<file path="config.mk">
export PLATFORM = sky130hd
export DESIGN_NAME = neuron_feeder
export DESIGN_NICKNAME = d
export VERILOG_FILES = /design/src/rtl/neuron_feeder.sv
export SDC_FILE = /design/constraint.sdc
export NUM_CORES = 1
export LEC_CHECK = 0
export ABC_AREA = 1
export CAP_MARGIN = 20
export CORE_AREA = 2 2 137 139
export CTS_CLUSTER_DIAMETER = 120
export CTS_CLUSTER_SIZE = 40
export DETAILED_ROUTE_END_ITERATION = 8
export DIE_AREA = 0 0 139 141
export PLACE_DENSITY = 0.76
export SLEW_MARGIN = 30
export SYNTH_ARGS = -nofsm -noshare
export SYNTH_HDL_FRONTEND = slang
export SYNTH_SLANG_ARGS = --single-unit
</file>
<file path="constraint.sdc">
create_clock -name clk -period 2.8 [get_ports clk]
set_clock_uncertainty 0.2 [all_clocks]
set_input_delay 0.56 -clock clk [delete_from_list [all_inputs] [get_ports clk]]
set_output_delay 0.56 -clock clk [all_outputs]
set_load 0.02 [all_outputs]
</file>
<file path="src/rtl/neuron_feeder.sv">
// neuron_feeder: sequencer on the initiator side of a single MAC neuron's stream.
// It keeps a K-entry (w,x) buffer loaded through a write port. On start it clears
// the neuron, streams len pairs with n_inptReady high, runs one bias cycle, then
// captures n_out and offers it on a valid/ready result handshake.
//
// Ports:
//   clk, rst                  clock; asynchronous active-low reset (0 = asserted)
//   load_we/addr/w/x          buffer write port, honoured only while idle
//   start, len, b_in          begin an evaluation of len pairs (clamped to K) with bias b_in
//   busy                      high whenever not idle
//   n_rst, n_inptReady        neuron sync clear and input strobe
//   n_w, n_x, n_b             neuron operands; n_b is the bias latched at start
//   n_out                     neuron output (combinational on the neuron side)
//   result, result_valid,     captured neuron output and its handshake
//   result_ready
module neuron_feeder #(
  parameter int unsigned N  = 10,
  parameter int unsigned Q  = 9,
  parameter int unsigned K  = 8,
  parameter int unsigned AW = 3
) (
  input  logic          clk,
  input  logic          rst,
  input  logic          load_we,
  input  logic [AW-1:0] load_addr,
  input  logic [N-1:0]  load_w,
  input  logic [N-1:0]  load_x,
  input  logic          start,
  input  logic [AW:0]   len,
  input  logic [N-1:0]  b_in,
  output logic          busy,
  output logic          n_rst,
  output logic          n_inptReady,
  output logic [N-1:0]  n_w,
  output logic [N-1:0]  n_x,
  output logic [N-1:0]  n_b,
  input  logic [N-1:0]  n_out,
  output logic [N-1:0]  result,
  output logic          result_valid,
  input  logic          result_ready
);

  // Parameter sanity: Q is a contract with the driven neuron, the buffer must fit AW.
  if (Q >= N || K < 1 || K > (1 << AW)) begin : g_cfg_check
    $error("neuron_feeder: inconsistent parameters (need Q < N and 1 <= K <= 2**AW)");
  end

  localparam logic [2:0] S_IDLE    = 3'd0;
  localparam logic [2:0] S_CLEAR   = 3'd1;
  localparam logic [2:0] S_STREAM  = 3'd2;
  localparam logic [2:0] S_BIAS    = 3'd3;
  localparam logic [2:0] S_CAPTURE = 3'd4;
  localparam logic [2:0] S_DONE    = 3'd5;

  localparam logic [AW:0] LEN_MAX = (AW+1)'(K);
  localparam logic [AW:0] IDX_ONE = (AW+1)'(1);

  // Weight/input buffer; contents deliberately survive reset.
  logic [N-1:0] w_mem [K];
  logic [N-1:0] x_mem [K];

  logic [2:0]   state_q, state_d;
  logic [AW:0]  idx_q, idx_d;
  logic [AW:0]  len_q, len_d;
  logic [N-1:0] b_q, b_d;
  logic [N-1:0] result_q, result_d;

  logic         busy_q, busy_d;
  logic         n_rst_q, n_rst_d;
  logic         n_inpt_ready_q, n_inpt_ready_d;
  logic [N-1:0] n_w_q, n_w_d;
  logic [N-1:0] n_x_q, n_x_d;
  logic         result_valid_q, result_valid_d;

  logic         load_ok;

  // Buffer writes only land while idle and in range.
  assign load_ok = load_we && (state_q == S_IDLE) && ({1'b0, load_addr} < LEN_MAX);

  always_ff @(posedge clk) begin
    if (load_ok) begin
      w_mem[load_addr] <= load_w;
      x_mem[load_addr] <= load_x;
    end
  end

  // Next-state and next-output logic; outputs are decoded from the next state so
  // the registered copies line up with the state they describe.
  always_comb begin
    state_d        = state_q;
    idx_d          = idx_q;
    len_d          = len_q;
    b_d            = b_q;
    result_d       = result_q;
    busy_d         = 1'b0;
    n_rst_d        = 1'b1;
    n_inpt_ready_d = 1'b0;
    n_w_d          = '0;
    n_x_d          = '0;
    result_valid_d = 1'b0;

    case (state_q)
      S_IDLE: begin
        if (start) begin
          len_d   = (len > LEN_MAX) ? LEN_MAX : len;
          b_d     = b_in;
          state_d = S_CLEAR;
        end
      end
      S_CLEAR: begin
        idx_d   = '0;
        state_d = (len_q == '0) ? S_BIAS : S_STREAM;
      end
      S_STREAM: begin
        idx_d = idx_q + IDX_ONE;
        // Leave after the cycle that presented entry len-1.
        if (idx_q + IDX_ONE == len_q) begin
          state_d = S_BIAS;
        end
      end
      S_BIAS: begin
        state_d = S_CAPTURE;
      end
      S_CAPTURE: begin
        // The neuron took the bias on the previous edge, so n_out is final here.
        result_d = n_out;
        state_d  = S_DONE;
      end
      S_DONE: begin
        if (result_ready) begin
          state_d = S_IDLE;
        end
      end
      default: begin
        state_d = S_IDLE;
      end
    endcase

    busy_d         = (state_d != S_IDLE);
    n_rst_d        = (state_d == S_IDLE) || (state_d == S_CLEAR);
    n_inpt_ready_d = (state_d == S_STREAM);
    result_valid_d = (state_d == S_DONE);
    if (state_d == S_STREAM) begin
      n_w_d = w_mem[idx_d[AW-1:0]];
      n_x_d = x_mem[idx_d[AW-1:0]];
    end
  end

  // State, sequencing and output registers.
  always_ff @(posedge clk or negedge rst) begin
    if (!rst) begin
      state_q        <= S_IDLE;
      idx_q          <= '0;
      len_q          <= '0;
      b_q            <= '0;
      result_q       <= '0;
      busy_q         <= 1'b0;
      n_rst_q        <= 1'b1;
      n_inpt_ready_q <= 1'b0;
      n_w_q          <= '0;
      n_x_q          <= '0;
      result_valid_q <= 1'b0;
    end else begin
      state_q        <= state_d;
      idx_q          <= idx_d;
      len_q          <= len_d;
      b_q            <= b_d;
      result_q       <= result_d;
      busy_q         <= busy_d;
      n_rst_q        <= n_rst_d;
      n_inpt_ready_q <= n_inpt_ready_d;
      n_w_q          <= n_w_d;
      n_x_q          <= n_x_d;
      result_valid_q <= result_valid_d;
    end
  end

  assign busy         = busy_q;
  assign n_rst        = n_rst_q;
  assign n_inptReady  = n_inpt_ready_q;
  assign n_w          = n_w_q;
  assign n_x          = n_x_q;
  assign n_b          = b_q;
  assign result       = result_q;
  assign result_valid = result_valid_q;

endmodule

</file>
==> flow_metrics.tcl, run 1 <==
set metrics [dict create \
    place.port_buffers 95 \
    finalInstanceArea_sq_mm 0.0107 \
    routed-via-count 6221 \
    num_io_pins 96 \
    cp_top_family "buffers and inverters" \
    report.final.hold_viol_count 0 \
    synth_cell_type_count 28 \
    drt_pre_antenna_iters 5 \
    area_delta_synth_final_pct 17.8 \
    timing.reg2reg.setup_slack_ns 0.52 \
    finalSetupViolations 0 \
    crit-reg2reg-capture "n_x[4]" \
    die_area_sq_mm 0.0196 \
    timing_worst_setup_path_type "flip-flop to primary output" \
    filler_cell_count 1470 \
    cts.repair.resized 0 \
    power.ir.vdd_worst_mv 0.584 \
    post-route-util 0.588 \
    worstSetupStartpointType "flip-flop" \
    critical_path.max_stage_delay_ns 0.60 \
    drtAntennaViolNets 0 \
    power_density_mw_per_mm2 931 \
    die-height_um 141 \
    number_of_design_rule_violations_left_after_detail_routing 0 \
    placementRows 50 \
    timing.reg2reg.worst_path_depth 9 \
    post_synthesis_sequential_element_count 215 \
    detailedRoute.firstIterationViolations 536 \
    dpl-instance-area_sq_mm 0.0105 \
    design_power_total_uw 10000 \
    class_of_the_tightest_hold_or_removal_check "flip-flop to flip-flop" \
    fmax_mhz 426 \
    final_min_period_over_clock_period 0.838 \
    clock-sinks 215 \
    seq_area_sq_mm 0.00618 \
    critical_path_buf_inv_count 1 \
    outcome "completed" \
    post_synth_main_area_contributors "edfxtp_1 (53%), dfrtp_1 (15%), nand3_1 (10%)" \
    timing.setup.tns_ns 0 \
    drv_cap 0 \
    synth.cell_area_sq_mm 0.00912 \
    crit_chain "clkdlybuf4s50_1" \
    insertion_delay_ns 0.46 \
    worst_setup_path_endpoint "n_rst" \
    ctsRootBufferMaster "clkbuf_16" \
    critical_path.startpoint "n_rst" \
    clock_path_buffers 3 \
    min-delay-start "n_b[5]" \
    insertedDiodeCount 0 \
    routed_wire_length_per_instance_um 16.1 \
    synthesis.nets 918 \
    cpMaxStageDelayCell "clkdlybuf4s50_1" \
    syn-mean-instance-area_sq_um 10.5 \
    finalNetCount 1008 \
    overflow 0 \
    h-tree-depth 1 \
    grt_antenna_before_repair 0 \
    critical_path_at_ns 1.59 \
    synth_sequential_area_ratio 0.678 \
    synth.largest_area_cell "edfxtp_1" \
    fp.coreArea_sq_mm 0.0183 \
    route.detailed.vias_per_inst 5.22 \
    detailedPlacementHpwl_mm 12.5 \
    synthDominantCellAreaShare 0.527 \
    static-leakage-power_uw 0.00460 \
    critical_path_cell_count 1 \
    post_route_cells_drive_above_1_share 0.0773 \
    r2r_start "state_q[2]" \
    syn_inst 865 \
    global_route.usage.total 0.192 \
    grt_start_max_net_pins 81 \
    clk_transition_reported_paths_ns 0.13 \
    endpoint_class_of_the_critical_path "primary output" \
    drt-total-wl_mm 19.2 \
    worst_pin_slew_ns 0.729 \
    path_max_fanout 1 \
    clock_tree_from_tritoncts "yes" \
    grt_first_pass_wirelength_mm 30.0 \
    number_of_global_route_vias_before_repair 6008 \
    gp_congestion 0.781 \
    worstPathRequired_ns 2.04 \
    timing.max_slew.rel_slack 0.513 \
    rsz0062_at_grt "false" \
    final_period_minus_worst_setup_slack_ns 2.35 \
    final-max-slew-violation-count 0 \
    multi_input_comb_area_sq_mm 0.00220 \
    die_w_um 139 \
    tritoncts.num_buffers 9 \
    synth_warnings 0 \
    initial_utilization 0.499 \
]
worst min-delay path by stage:
stage                         to  cells past startpoint
after floorplan             busy                      0
after global routing      n_b[2]                      2
after detailed placement  n_b[8]                      2
final                     n_b[5]                      2
after global placement    n_b[8]                      2
after CTS                 n_b[8]                      2
power breakdown:
group | total, uW | switching [uW] | internal (uW)
logic | 4420 | 2860 | 1560
registers | 4000 | 174 | 3830
clock network | 1580 | 903 | 676
total | 10000 | 3940 | 6070
cell families after synthesis:
logic type,synth area share
buffers and inverters,0.0850
AO/OA/AOI/OAI,0.00480
multiplexers,0.0123
AND/OR/NAND/NOR,0.218
adder cells (fa/ha/maj),0.00137
flip-flops,0.678
XOR/XNOR,0.000960
registers in the layout (all words and copies together) (netlist names), 3 cells and up:
register  count
n_w          10
result       10
n_x          10
x_mem        80
state_q       3
idx_q         4
len_q         4
n_b          10
w_mem        80
cells in the final DEF (no fill, tap or decap), types with 5 or more instances in the layout:
cell and n:
nand3_1 187, edfxtp_1 160, nand2_1 158, inv_1 151
clkdlybuf4s50_1 94, dfrtp_1 54, nor2_1 45, nand3b_1 20
buf_4 20, mux2_2 10, clkbuf_16 10, nor2_2 8
inv_2 6, buf_12 5
routing by layer:
layer,GRT usage,up-vias,share of wire
met3,0.0309,35,0.081
li1,-,2991,-
met5,0,-,0
met4,0.0808,0,0.030
met2,0.311,272,0.47
met1,0.260,2923,0.42
cells in the mapped netlist, drive strengths merged:
cell type  number
dfstp           1
or2             1
nand2         161
and3            1
edfxtp        160
nand4           2
nand3b         20
nand3         191
nor3            3
ha              1
buf            27
a21oi           1
mux2           10
nor2           53
o22ai           2
inv           157
dfrtp          54
clkbuf         15
o21ai           4
xnor2           1
metrics by stage:
step	setup slack, ns	instances	hold WS [ns]
after floorplan	0.455	865	0.0644
after global placement	0.388	1177	0.262
after detailed placement	0.333	1177	0.270
after CTS	0.436	1191	0.299
after global routing	0.330	1191	0.313
final	0.453	1191	0.294
final cells by class:
class / count / area share
Inverter: 157 / 0.0549
Tap cell: 234 / 0.0273
Multi-Input combinational cell: 451 / 0.204
Sequential cell: 215 / 0.575
Clock inverter: 1 / 0.00186
Timing Repair Buffer: 121 / 0.112
Clock buffer: 12 / 0.0240
what timing repair did:
action / in CTS / in global routing
buffers inserted: 0 / 0
hold buffers: 1 / 0
endpoints found under the hold margin: 18 / 0
No activity file was read; power rests on OpenSTA's default activity.
==> run 2: changes to the inputs <==
Clock period 2.8 ns to 1.9 ns, I/O delays scaled along.
==> run 2 against run 1 <==
The run now ends with setup timing left. Count of clock-buffer cells in the layout did not move. Worst setup slack got worse by 0.56 ns. Non-clock buffer count is 35 higher. Die area stayed put. Clock power increased by 42%. Power up 64%. Register-to-register slack worse by 0.63 ns. Critical path depth grew 5. First-iteration DRC count is 15% higher. Final cell count is 2.9% higher. Via count up 3.8%. Sequential share of layout area is 3.8 points lower. Critical endpoint is now w_mem[1][5]. Largest power group unchanged. Highest routed layer unchanged.
==> flow_metrics.tcl, run 2 (synthesis gave the netlist of run 1 again) <==
set metrics [dict create \
    outcome "complete, but fails checks" \
    failed_checks "setup timing" \
    crit-reg2reg-capture "w_mem[1][5]" \
    timing.max_slew.rel_slack 0.731 \
    drtAntennaViolNets 0 \
    ctsRootBufferMaster "clkbuf_16" \
    report.final.hold_viol_count 0 \
    mostFrequentLayoutCell "nand3_1" \
    worst_pin_slew_ns 0.402 \
    number_of_global_route_vias_before_repair 5965 \
    die_area_sq_mm 0.0196 \
    worst_slack_ns -0.108 \
    num_io_pins 96 \
    tritoncts.num_buffers 9 \
    clock_tree_from_tritoncts "yes" \
    finalSetupViolations 69 \
    insertedDiodeCount 0 \
    design_power_total_uw 16400 \
    timing.reg2reg.worst_path_depth 6 \
    detailedPlacementHpwl_mm 12.7 \
    finalNetCount 1043 \
    clock_path_buffers 3 \
    detailedRoute.firstIterationViolations 614 \
    global_route.usage.total 0.201 \
    critical_path_at_ns 2.02 \
    rsz0062_at_grt "true" \
    r2r_start "state_q[1]" \
    routed_wire_length_per_instance_um 17.2 \
    path_max_fanout 5 \
    worstSetupStartpointType "flip-flop" \
    power_density_mw_per_mm2 1420 \
    power.ir.vdd_worst_mv 1.05 \
    final_min_period_over_clock_period 1.06 \
    critical_path.startpoint "state_q[1]" \
    die_w_um 139 \
    final_cell_mix "nand3_1 (168), edfxtp_1 (160), inv_1 (150)" \
    fp.coreArea_sq_mm 0.0183 \
    drt_pre_antenna_iters 5 \
    place.port_buffers 95 \
    placementRows 50 \
    drt-total-wl_mm 21.1 \
    die-height_um 141 \
    number_of_design_rule_violations_left_after_detail_routing 0 \
    post_route_cells_drive_above_1_share 0.158 \
    class_of_the_tightest_hold_or_removal_check "input port to async pin" \
    overflow 0 \
    final-max-slew-violation-count 0 \
    drv_cap 0 \
    static-leakage-power_uw 0.00507 \
    endpoint_class_of_the_critical_path "flip-flop" \
    fmax_mhz 498 \
    clk_transition_reported_paths_ns 0.14 \
    grt_antenna_before_repair 0 \
    gp_congestion 0.840 \
    final_period_minus_worst_setup_slack_ns 2.01 \
    h-tree-depth 1 \
    grt_start_max_net_pins 61 \
    routed-via-count 6458 \
    worstPathRequired_ns 1.91 \
    timing.reg2reg.setup_slack_ns -0.11 \
    area_delta_synth_final_pct 26.1 \
    clock-sinks 215 \
    grt_first_pass_wirelength_mm 31.0 \
    reg_top3 "w_mem: 80 flops, x_mem: 80 flops" \
    timing_worst_setup_path_type "flip-flop to flip-flop" \
    initial_utilization 0.499 \
    route.detailed.vias_per_inst 5.27 \
    post-route-util 0.630 \
    insertion_delay_ns 0.47 \
]
-- run 2: cell count changes in the layout (fill, tap and decap cells not counted), sizes merged --
cell and delta:
clkbuf +7, buf +29, clkdlybuf4s50 -44, dlygate4sd2 +43
clkinv +1, inv -1
-- run 2: timing repair --
action | 4_1_cts | 5_1_grt
gates resized for setup | 71 | 49
hold buffers | 1 | 0
pin swaps | 7 | 10
hold endpoints to repair | 55 | 0
cloned | 3 | 7
setup buffers | 5 | 7
setup endpoints to repair | 104 | 99
-- run 2: area by class of cell --
cell class                 instances  area, sq um
tap                              234          293
inverter                         157          592
timing repair buffer             156         1720
clock inverter                     1         30.0
fill                            1365         6760
clock buffer                      12          236
multi-input combinational        451         2450
sequential                       215         6180
-- run 2: routing by layer --
metal | GRT usage | vias to the layer above | part of all wire
li1 | - | 3070 | -
met1 | 0.265 | 3054 | 0.40
met2 | 0.351 | 302 | 0.50
met3 | 0.0265 | 32 | 0.080
met4 | 0.0617 | 0 | 0.019
met5 | 0 | - | 0
-- run 2: worst max path at each step --
stage	endpoint	slack [ns]	depth (start not counted)
finish	w_mem[1][5]	-0.11	6
CTS	w_mem[1][0]	-0.02	5
global placement	x_mem[0][5]	-0.21	5
global route	n_w[9]	-0.18	10
detailed placement	x_mem[0][3]	-0.25	5
floorplan	w_mem[0][0]	-0.13	4
-- run 2: critical path, stage by stage, from the launching register on --
cell	delay [ns]
dfrtp_2	0.49
nor2_4	0.15
and3_4	0.27
nand2_4	0.10
nor3_4	0.24
buf_6	0.16
clkbuf_16	0.14
-- run 2: metrics by stage --
step / setup TNS, ns / instances / worst slack, ns / hold slack [ns] / instance area [sq um]
2_1_floorplan: -17.79 / 865 / -0.127 / -0.116 / 9170
3_3_place_gp: -25.80 / 1191 / -0.209 / 0.203 / 10700
3_5_place_dp: -32.04 / 1191 / -0.251 / 0.198 / 10700
4_1_cts: -0.169 / 1213 / -0.0191 / 0.217 / 11100
5_1_grt: -8.07 / 1226 / -0.178 / 0.219 / 11500
6_report: -1.65 / 1226 / -0.108 / 0.206 / 11500
-- run 2: where the power goes --
group / switching, uW / internal, uW / total [uW]
clock network: 1340 / 919 / 2250
logic: 4970 / 3260 / 8240
registers: 242 / 5650 / 5890
